### src/rtl/imem_fetch_sequencer_pkg.sv
// ============================================================================
//  Module      : imem_fetch_sequencer_pkg
//  Description : Shared state encodings and constants for the fetch sequencer.
//  Revision    : 1.0 - initial release
// ============================================================================
`default_nettype none

package imem_fetch_sequencer_pkg;

    typedef enum logic [1:0] {
        ST_LOAD = 2'd0,
        ST_RUN  = 2'd1,
        ST_HALT = 2'd2
    } state_t;

    localparam logic [31:0] PC_STEP = 32'd4;
    localparam logic [31:0] NOP     = 32'h0000_0013;

    function automatic logic [31:0] align_pc(input logic [31:0] pc);
        return {pc[31:2], 2'b00};
    endfunction

endpackage

`default_nettype wire

### src/rtl/imem_fetch_sequencer_if.sv
// ============================================================================
//  Module      : imem_fetch_sequencer_if
//  Description : Loader, memory, control and decode-side signals of the fetch sequencer.
//  Revision    : 1.0 - initial release
// ============================================================================
`default_nettype none

interface imem_fetch_sequencer_if #(
    parameter int IDX_W = 3
);
    logic             ld_valid;
    logic             ld_ready;
    logic [IDX_W-1:0] ld_addr;
    logic [31:0]      ld_data;
    logic             ld_last;
    logic             redirect_valid;
    logic [31:0]      redirect_pc;
    logic             halt_req;
    logic [31:0]      imem_addr;
    logic [31:0]      imem_rdata;
    logic             imem_we;
    logic [IDX_W-1:0] imem_waddr;
    logic [31:0]      imem_wdata;
    logic             if_valid;
    logic             if_ready;
    logic [31:0]      if_pc;
    logic [31:0]      if_instr;
    logic [1:0]       state;

    modport master (
        input  ld_valid, ld_addr, ld_data, ld_last, redirect_valid, redirect_pc,
               halt_req, imem_rdata, if_ready,
        output ld_ready, imem_addr, imem_we, imem_waddr, imem_wdata,
               if_valid, if_pc, if_instr, state
    );

    modport slave (
        output ld_valid, ld_addr, ld_data, ld_last, redirect_valid, redirect_pc,
               halt_req, imem_rdata, if_ready,
        input  ld_ready, imem_addr, imem_we, imem_waddr, imem_wdata,
               if_valid, if_pc, if_instr, state
    );

endinterface

`default_nettype wire

### src/rtl/imem_fetch_sequencer_fetch_slot.sv
// ============================================================================
//  Module      : fetch_slot
//  Description : One-entry valid/ready register holding {pc, instr} toward decode.
//  Revision    : 1.0 - initial release
// ============================================================================
`default_nettype none

module fetch_slot (
    input  wire logic        clk,
    input  wire logic        rst,
    input  wire logic        i_load,
    input  wire logic        i_flush,
    input  wire logic        i_ready,
    input  wire logic [31:0] i_pc,
    input  wire logic [31:0] i_instr,
    output logic             o_valid,
    output logic [31:0]      o_pc,
    output logic [31:0]      o_instr
);

    logic        valid_q, valid_d;
    logic [31:0] pc_q, pc_d;
    logic [31:0] instr_q, instr_d;

    // Flush dominates so a wrong-path entry never survives, even when accepted.
    always_comb begin
        valid_d = valid_q;
        pc_d    = pc_q;
        instr_d = instr_q;
        if (i_flush) begin
            valid_d = 1'b0;
        end else if (i_load) begin
            valid_d = 1'b1;
            pc_d    = i_pc;
            instr_d = i_instr;
        end else if (i_ready) begin
            valid_d = 1'b0;
        end
    end

    always_ff @(posedge clk or posedge rst) begin
        if (rst) begin
            valid_q <= 1'b0;
            pc_q    <= 32'h0;
            instr_q <= 32'h0;
        end else begin
            valid_q <= valid_d;
            pc_q    <= pc_d;
            instr_q <= instr_d;
        end
    end

    assign o_valid = valid_q;
    assign o_pc    = pc_q;
    assign o_instr = instr_q;

endmodule

`default_nettype wire

### src/rtl/imem_fetch_sequencer.sv
// ============================================================================
//  Module      : imem_fetch_sequencer
//  Description : PC owner, fetch FSM (LOAD/RUN/HALT) and loader write mux.
//                Boot loader port enabled by macro IMEM_LOADER_EN.
//  Revision    : 1.0 - initial release
// ============================================================================
`default_nettype none

module imem_fetch_sequencer
    import imem_fetch_sequencer_pkg::*;
#(
    parameter int          IMEM_DEPTH = 8,
    parameter int          IDX_W      = 3,
    parameter logic [31:0] RESET_PC   = 32'h0
) (
    input  wire logic              clk,
    input  wire logic              rst,
    imem_fetch_sequencer_if.master bus
);

    localparam int          c_unused_depth_w = $clog2(IMEM_DEPTH);
    localparam logic [31:0] c_reset_pc       = align_pc(RESET_PC);
`ifdef IMEM_LOADER_EN
    localparam state_t      c_init_state     = ST_LOAD;
`else
    localparam state_t      c_init_state     = ST_RUN;
    logic w_unused_ld;
    assign w_unused_ld = ^{bus.ld_valid, bus.ld_addr, bus.ld_data, bus.ld_last};
`endif

    state_t           state_q, state_d;
    logic [31:0]      pc_q, pc_d;
    logic             w_accept, w_free, w_load, w_flush;
    logic             w_ld_ready, w_we;
    logic [IDX_W-1:0] w_waddr;
    logic [31:0]      w_wdata;

    assign w_accept = bus.if_valid & bus.if_ready;
    assign w_free   = ~bus.if_valid | w_accept;

    always_comb begin
        state_d    = state_q;
        pc_d       = pc_q;
        w_load     = 1'b0;
        w_flush    = 1'b0;
        w_ld_ready = 1'b0;
        w_we       = 1'b0;
        w_waddr    = '0;
        w_wdata    = 32'h0;
        case (state_q)
`ifdef IMEM_LOADER_EN
            ST_LOAD: begin
                w_ld_ready = 1'b1;
                w_we       = bus.ld_valid;
                w_waddr    = bus.ld_addr;
                w_wdata    = bus.ld_data;
                w_flush    = 1'b1;
                if (bus.ld_valid && bus.ld_last) begin
                    state_d = ST_RUN;
                    pc_d    = c_reset_pc;
                end
            end
`endif
            ST_RUN: begin
                if (bus.redirect_valid) begin
                    pc_d    = align_pc(bus.redirect_pc);
                    w_flush = 1'b1;
                end else if (bus.halt_req) begin
                    state_d = ST_HALT;
                end else if (w_free) begin
                    w_load = 1'b1;
                    pc_d   = pc_q + PC_STEP;
                end
            end
            // Slot drains through normal accept while halted; pc only moves on redirect.
            ST_HALT: begin
                if (bus.redirect_valid) begin
                    pc_d    = align_pc(bus.redirect_pc);
                    w_flush = 1'b1;
                end else if (!bus.halt_req) begin
                    state_d = ST_RUN;
                end
            end
            default: begin
                state_d = c_init_state;
            end
        endcase
    end

    always_ff @(posedge clk or posedge rst) begin
        if (rst) begin
            state_q <= c_init_state;
            pc_q    <= c_reset_pc;
        end else begin
            state_q <= state_d;
            pc_q    <= pc_d;
        end
    end

    fetch_slot u_slot (
        .clk     (clk),
        .rst     (rst),
        .i_load  (w_load),
        .i_flush (w_flush),
        .i_ready (bus.if_ready),
        .i_pc    (pc_q),
        .i_instr (bus.imem_rdata),
        .o_valid (bus.if_valid),
        .o_pc    (bus.if_pc),
        .o_instr (bus.if_instr)
    );

    assign bus.imem_addr  = pc_q;
    assign bus.ld_ready   = w_ld_ready;
    assign bus.imem_we    = w_we;
    assign bus.imem_waddr = w_waddr;
    assign bus.imem_wdata = w_wdata;
    assign bus.state      = state_q;

endmodule

`default_nettype wire

### src/flat_wrapper.sv
// flat-port wrapper written by rule: the top's interface ports become plain ports
module imem_fetch_sequencer_flat import imem_fetch_sequencer_pkg::*;
#(
    parameter int          IMEM_DEPTH = 8,
    parameter int          IDX_W      = 3,
    parameter logic [31:0] RESET_PC   = 32'h0
)
  (clk, rst, bus_ld_valid, bus_ld_addr, bus_ld_data, bus_ld_last, bus_redirect_valid, bus_redirect_pc, bus_halt_req, bus_imem_rdata, bus_if_ready, bus_ld_ready, bus_imem_addr, bus_imem_we, bus_imem_waddr, bus_imem_wdata, bus_if_valid, bus_if_pc, bus_if_instr, bus_state);
  imem_fetch_sequencer_if #(.IDX_W(IDX_W)) bus_i ();
  input  wire logic clk;
  input  wire logic rst;
  input wire logic [$bits(bus_i.ld_valid)-1:0] bus_ld_valid;
  input wire logic [$bits(bus_i.ld_addr)-1:0] bus_ld_addr;
  input wire logic [$bits(bus_i.ld_data)-1:0] bus_ld_data;
  input wire logic [$bits(bus_i.ld_last)-1:0] bus_ld_last;
  input wire logic [$bits(bus_i.redirect_valid)-1:0] bus_redirect_valid;
  input wire logic [$bits(bus_i.redirect_pc)-1:0] bus_redirect_pc;
  input wire logic [$bits(bus_i.halt_req)-1:0] bus_halt_req;
  input wire logic [$bits(bus_i.imem_rdata)-1:0] bus_imem_rdata;
  input wire logic [$bits(bus_i.if_ready)-1:0] bus_if_ready;
  output wire logic [$bits(bus_i.ld_ready)-1:0] bus_ld_ready;
  output wire logic [$bits(bus_i.imem_addr)-1:0] bus_imem_addr;
  output wire logic [$bits(bus_i.imem_we)-1:0] bus_imem_we;
  output wire logic [$bits(bus_i.imem_waddr)-1:0] bus_imem_waddr;
  output wire logic [$bits(bus_i.imem_wdata)-1:0] bus_imem_wdata;
  output wire logic [$bits(bus_i.if_valid)-1:0] bus_if_valid;
  output wire logic [$bits(bus_i.if_pc)-1:0] bus_if_pc;
  output wire logic [$bits(bus_i.if_instr)-1:0] bus_if_instr;
  output wire logic [$bits(bus_i.state)-1:0] bus_state;
  assign bus_i.ld_valid = bus_ld_valid;
  assign bus_i.ld_addr = bus_ld_addr;
  assign bus_i.ld_data = bus_ld_data;
  assign bus_i.ld_last = bus_ld_last;
  assign bus_i.redirect_valid = bus_redirect_valid;
  assign bus_i.redirect_pc = bus_redirect_pc;
  assign bus_i.halt_req = bus_halt_req;
  assign bus_i.imem_rdata = bus_imem_rdata;
  assign bus_i.if_ready = bus_if_ready;
  assign bus_ld_ready = bus_i.ld_ready;
  assign bus_imem_addr = bus_i.imem_addr;
  assign bus_imem_we = bus_i.imem_we;
  assign bus_imem_waddr = bus_i.imem_waddr;
  assign bus_imem_wdata = bus_i.imem_wdata;
  assign bus_if_valid = bus_i.if_valid;
  assign bus_if_pc = bus_i.if_pc;
  assign bus_if_instr = bus_i.if_instr;
  assign bus_state = bus_i.state;
  imem_fetch_sequencer #(.IMEM_DEPTH(IMEM_DEPTH), .IDX_W(IDX_W), .RESET_PC(RESET_PC)) u_core (.clk(clk), .rst(rst), .bus(bus_i));
endmodule
### config.mk
export PLATFORM = sky130hd
export DESIGN_NAME = imem_fetch_sequencer_flat
export DESIGN_NICKNAME = d
export VERILOG_FILES = /design/src/rtl/imem_fetch_sequencer_pkg.sv /design/src/rtl/imem_fetch_sequencer_if.sv /design/src/rtl/imem_fetch_sequencer_fetch_slot.sv /design/src/rtl/imem_fetch_sequencer.sv /design/src/flat_wrapper.sv
export SDC_FILE = /design/constraint.sdc
export NUM_CORES = 1
export LEC_CHECK = 0
export ABC_AREA = 0
export ABC_CLOCK_PERIOD_IN_PS = 3400
export CAP_MARGIN = 20
export CELL_PAD_IN_SITES_DETAIL_PLACEMENT = 1
export CELL_PAD_IN_SITES_GLOBAL_PLACEMENT = 2
export CORE_MARGIN = 8
export CORE_UTILIZATION = 23
export DETAILED_ROUTE_END_ITERATION = 10
export HOLD_SLACK_MARGIN = 0.06
export PLACE_DENSITY = 0.79
export SKIP_LAST_GASP = 1
export SYNTH_ARGS = -nofsm -noshare
export SYNTH_HDL_FRONTEND = slang
export SYNTH_SLANG_ARGS = --single-unit
export TNS_END_PERCENT = 1
### constraint.sdc
create_clock -name clk -period 3.4 [get_ports clk]
set_clock_uncertainty 0.2 [all_clocks]
set_input_delay 0.51 -clock clk [delete_from_list [all_inputs] [get_ports clk]]
set_output_delay 0.51 -clock clk [all_outputs]
set_load 0.005 [all_outputs]
* Word-level counts from Yosys, hierarchy flattened
Cells that the tools add are included.
** Storage, ports and cells
- Bits in writable memories :: 0
- Memories kept :: 0
- Output and inout bits :: 136
- ROM bits :: 0
- Logic and storage cells :: 44
- Input port bits :: 106
- Latch bits :: 0
- Register bits after elaboration :: 99
** Cells by class
- Mux-type cells :: 19
- Add/subtract/negate cells :: 1
- Equality and inequality tests :: 9
- Reductions and logical operators :: 6
- Shift-type cells :: 0
- $mul :: 0
- Bitwise operators :: 4
- Magnitude comparators :: 0
- Divide/modulo/power cells :: 0
** Operator list (count)
- $mux W32 :: 4
- $pmux W32 S2 :: 1
- $add A32 B3 Y32 const B :: 1
- $ne A2 B2 Y1 const B :: 5
- $mux W1 :: 9
- $mux W2 :: 4
- $reduce_and A4 Y1 :: 2
- $pmux W2 S2 :: 1
- $ne A3 B2 Y1 const B :: 1
- $ne A3 B3 Y1 const B :: 1
- $reduce_bool A3 Y1 :: 1
- $eq A2 B1 Y1 const B :: 1
- $eq A2 B2 Y1 const B :: 1
- $not A1 Y1 :: 2
- $reduce_and A2 Y1 :: 1
- $reduce_bool A2 Y1 :: 1
- $reduce_or A2 Y1 :: 1
- $and A1 B1 Y1 :: 1
- $or A1 B1 Y1 :: 1

* Depth between registers and ports, before layout
- Depth after elaboration :: 8
- Mapped depth :: 8
- Depth with buffers taken out :: 6

* Hierarchy
From an unflattened synthesis, not the netlist that was laid out.
** Second synthesis, totals
- Cell total of the unflattened synthesis :: 437
- Area total of the unflattened synthesis :: 5158.7 µm²
** By module, submodules not included
- fetch_slot :: sequential area each 1626.6 µm², area each 2745.1 µm², cells each 141, instances 1
- imem_fetch_sequencer :: sequential area each 802.0 µm², area each 2413.6 µm², cells each 296, instances 1

* Worst setup path before layout
Ideal clock, no wire load.
- Path type :: register to register
- Start :: register u_core.state_q[0] (netlist: u_core.bus.state[0])
- End :: register u_core.pc_q[31] (netlist: u_core.bus.imem_addr[31])
- Arrival :: 2146 ps
- Buffers on the path :: 1
- Period minus slack after synthesis :: 2415 ps
- Library setup time :: 69 ps
- Path slack :: 985 ps
- Data required time :: 3131 ps
- Cell stages (with the launch flop) :: 8
- Path through :: dfstp_2 inv_1 ha_1 or2_0 clkbuf_1 or4_4 or4_1 nand3_1
** Between the ends
- Longest elaborated chain between the ends :: 3
- Elaborated cells on any way between the ends :: 8
- Those cells by class :: eq/ne (5); mux (1); reduce/logical (2)
** Ends and longest elaborated chain
- start, declared :: line imem_fetch_sequencer.sv:31 : state_t state_q, state_d;
- start signal, assigned :: line imem_fetch_sequencer.sv:92 : state_q <= c_init_state;
- start signal, assigned :: line imem_fetch_sequencer.sv:95 : state_q <= state_d;
- $eq A2 B1 Y1 / $eq A2 B2 Y1 (equally long branches) :: line imem_fetch_sequencer.sv:50 : case (state_q)
- $ne A3 B2 Y1 (no line), or another cell as far along
- $reduce_and A4 Y1 (no line)
- end signal, assigned :: line imem_fetch_sequencer.sv:93 : pc_q <= c_reset_pc;
- end signal, assigned :: line imem_fetch_sequencer.sv:96 : pc_q <= pc_d;
- end, declared :: line imem_fetch_sequencer.sv:32 : logic [31:0] pc_q, pc_d;
Parallel ways exist; a longest one is shown, timed or not.
A chain may end at the register's enable or synchronous reset.

* Worst setup path after layout
- Start :: register u_core.pc_q[2] (netlist: u_core.bus.imem_addr[2])
- End :: register u_core.pc_q[24] (netlist: u_core.bus.imem_addr[24])
** Between the ends
- Longest elaborated chain between the ends :: 5
** Ends and longest elaborated chain
- $add A32 B3 Y32 :: line imem_fetch_sequencer.sv:72 : pc_d = pc_q + PC_STEP;
- $mux W32 :: line imem_fetch_sequencer.sv:70 : end else if (w_free) begin
- $mux W32 :: line imem_fetch_sequencer.sv:68 : end else if (bus.halt_req) begin
- $mux W32 :: line imem_fetch_sequencer.sv:65 : if (bus.redirect_valid) begin
- $pmux W32 S2 :: line imem_fetch_sequencer.sv:50
Every way passes these cells. The select of a mux whose other input is x is not followed.

==> qor.txt <==
Tmin final: 2.59 ns
CP max FO: 7
delay-heaviest family, CP: simple AND/OR/NAND/NOR gates
max-slew violations: 0
Slew @ Worst Pin: 0.614 ns
P per Cell Area: 911 nW/um^2
vias per inst: 4.57
maximum vdd drop: 0.280 mV
first-pass GRT wire length: 24600 um
CTS Sinks: 95
DR WL/cell: 18.9 um
CTS resizes: 0
Die Y: 159 um
Max clock buf depth: 2
final setup fails: 0
Hold Crit Class: reg -> reg
required time of the critical path: 3.46 ns
Fmax achieved: 0.387 GHz
Layout area overhead: 46.0%
Rows: 52
Tot Pwr: 0.00622 W
Worst Setup Start Kind: flip-flop
H-tree levels: 3
postcts setup bufs: 0
status: complete, no violations
initial antenna violation count: 1
Async S/R FF share, synth: 100%
Slowest-stage cell, CP: or4_4
Overflow after GRT: 0
Yosys reg bits: 95
share of cells above drive strength 1: 15.8%
post-route ant nets: 0
leakage power: 2.71 nW
CP Class: reg -> reg
Post-Synthesis Cells: 425
Post-route DRC: 0
routability cong.: 0.746
register area share after synthesis: 50.9%
worst path arrival time: 2.65 ns
core outline area: 20100 sq um
Ports: 242
Max Cap Violations: 0
final WL: 16300 um
Synth Area per Inst: 11.0 sq um
die width: 159 um
Worst setup EP type: flip-flop
Synth Flop Type: dfrtp_1
Initial DRC Count: 146
Post-synth EDFFs: 0
setup total negative slack: 0 ns
GRT Util Overall: 12.8%
end-of-flow core utilization: 33.9%
Worst-Skew Late Latency: 0.35 ns
worst slack at placement: 0.587 ns
final period utilization: 76.0%
Mapped Area: 4680 sq um
dominant cell type by area after synthesis: dfrtp_1
top-area cell type share of the netlist area: 50.3%
commonest cells in the synthesized netlist: dfrtp_1, mux2_2, buf_4
# port buffers: 161
most common cell in the netlist: dfrtp_1
DR pass1 iterations: 4
Final WS setup: 0.815 ns
unrepaired setup endpoints after global routing: no
max_slew headroom: 59.0%
Netlist cell types: 50
Hold Buf Count CTS: 0
clock transition at the registers of the reported paths: 0.07 ns
vias in the first global route: 4264
Hold Violations, Final: 0
Via Count: 3929
CP bufs+invs: 0
CTS tree: yes
Die ar.: 25100 sq um
largest net degree at the start of global routing: 63
top post-synthesis cells by area: dfrtp_1, mux2_2, buf_4, a21oi_1, a2bb2oi_1
clock root buffer: clkbuf_16
CTS Buf Count: 9
crit-path cells: ha_1 > nand4_1 > or4_4 > nor2_1 > a31oi_1 > a311oi_1
slowest stage delay, CP: 0.63 ns
hpwl dp: 12200 um
synth warn: 0
Initial Util: 23.3%
Final nets: 692
## stage by stage
stage | instance area, sq um | hold slack [ns] | instances
global placement | 6500 | 0.268 | 842
detailed placement | 6500 | 0.278 | 842
CTS | 6820 | 0.294 | 858
global route | 6820 | 0.318 | 859
floorplan | 4830 | 0.283 | 465
finish | 6830 | 0.286 | 860
## worst reg2reg max path: cells and delay by family, from the launching register on
kind,cells,cell delay [ns]
simple gates,3,1.13
compound gates,2,0.39
fa+ha+maj,1,0.27
flops,1,0.52
## path summary, 6_finish.rpt
kind                            slack, ns                     from                        end  depth (start not counted)
worst max-delay path                 0.81  u_core.bus.imem_addr[2]   u_core.bus.imem_addr[24]                          6
worst min-delay path                 0.29   u_core.u_slot.o_pc[23]     u_core.u_slot.o_pc[23]                          1
worst max register to register       0.81  u_core.bus.imem_addr[2]   u_core.bus.imem_addr[24]                          6
worst min register to register       0.29   u_core.u_slot.o_pc[23]     u_core.u_slot.o_pc[23]                          1
max in group asynchronous            1.82                      rst        u_core.bus.state[0]                          3
min in group asynchronous            0.38                      rst  u_core.u_slot.o_instr[31]                          2
## flip-flops by register name, indices dropped and copies added, names as in the netlist
signal / flops
u_core.u_slot.o_instr: 32
u_core.bus.imem_addr: 30
u_core.u_slot.o_pc: 30
u_core.bus.state: 2
u_core.u_slot.o_valid: 1
## power by group
part / total, W / internal (W) / leakage [nW] / switching (W)
combinational: 0.00282 / 0.00171 / 1.45 / 0.00110
clock: 0.00112 / 0.000666 / 0.156 / 0.000458
sequential: 0.00227 / 0.00170 / 1.10 / 0.000570
total: 0.00622 / 0.00408 / 2.71 / 0.00213
## final cells by class
class | instances | area, sq um
antenna | 2 | 5.00
clock buffer | 11 | 243
clock inverter | 5 | 81.3
fill | 2232 | 13300
inverter | 10 | 40.0
multi-input combinational | 295 | 2020
sequential | 95 | 2380
tap | 270 | 338
timing repair buffer | 172 | 1720
## placed cells by master, fill, tap and decap left out, types with 3 or more instances in the layout
cell,n
dfrtp_1,94
a21oi_1,33
o32ai_1,5
nand4_1,10
nand3_1,14
a31oi_1,4
nor2_1,18
inv_1,9
o22a_1,3
mux2_2,56
nor3_1,7
nand2_1,22
o22ai_1,11
buf_4,9
o21ai_0,14
conb_1,41
a32oi_1,3
clkbuf_16,9
mux2_1,6
and3_1,5
a311oi_1,3
clkdlybuf4s50_1,161
a2bb2oi_1,11
ha_1,3
## cell families after synthesis
kind of cell | count (synthesis) | synth area share [%]
buffers and inverters | 75 | 9.69
other | 1 | 0.0802
muxes | 63 | 15.1
adders and majority gates | 3 | 0.803
DFF | 95 | 50.9
AOI/OAI and AO/OA | 96 | 13.3
and+or+nand+nor | 92 | 10.1
## metal layers
layer,track usage (%),wire [um],vias to the layer above
met2,22.6,8660,129
li1,-,-,1782
met5,0,0,-
met1,14.0,6140,1999
met3,4.15,1210,19
met4,4.67,261,0
Power figures use the tool's default switching activity.
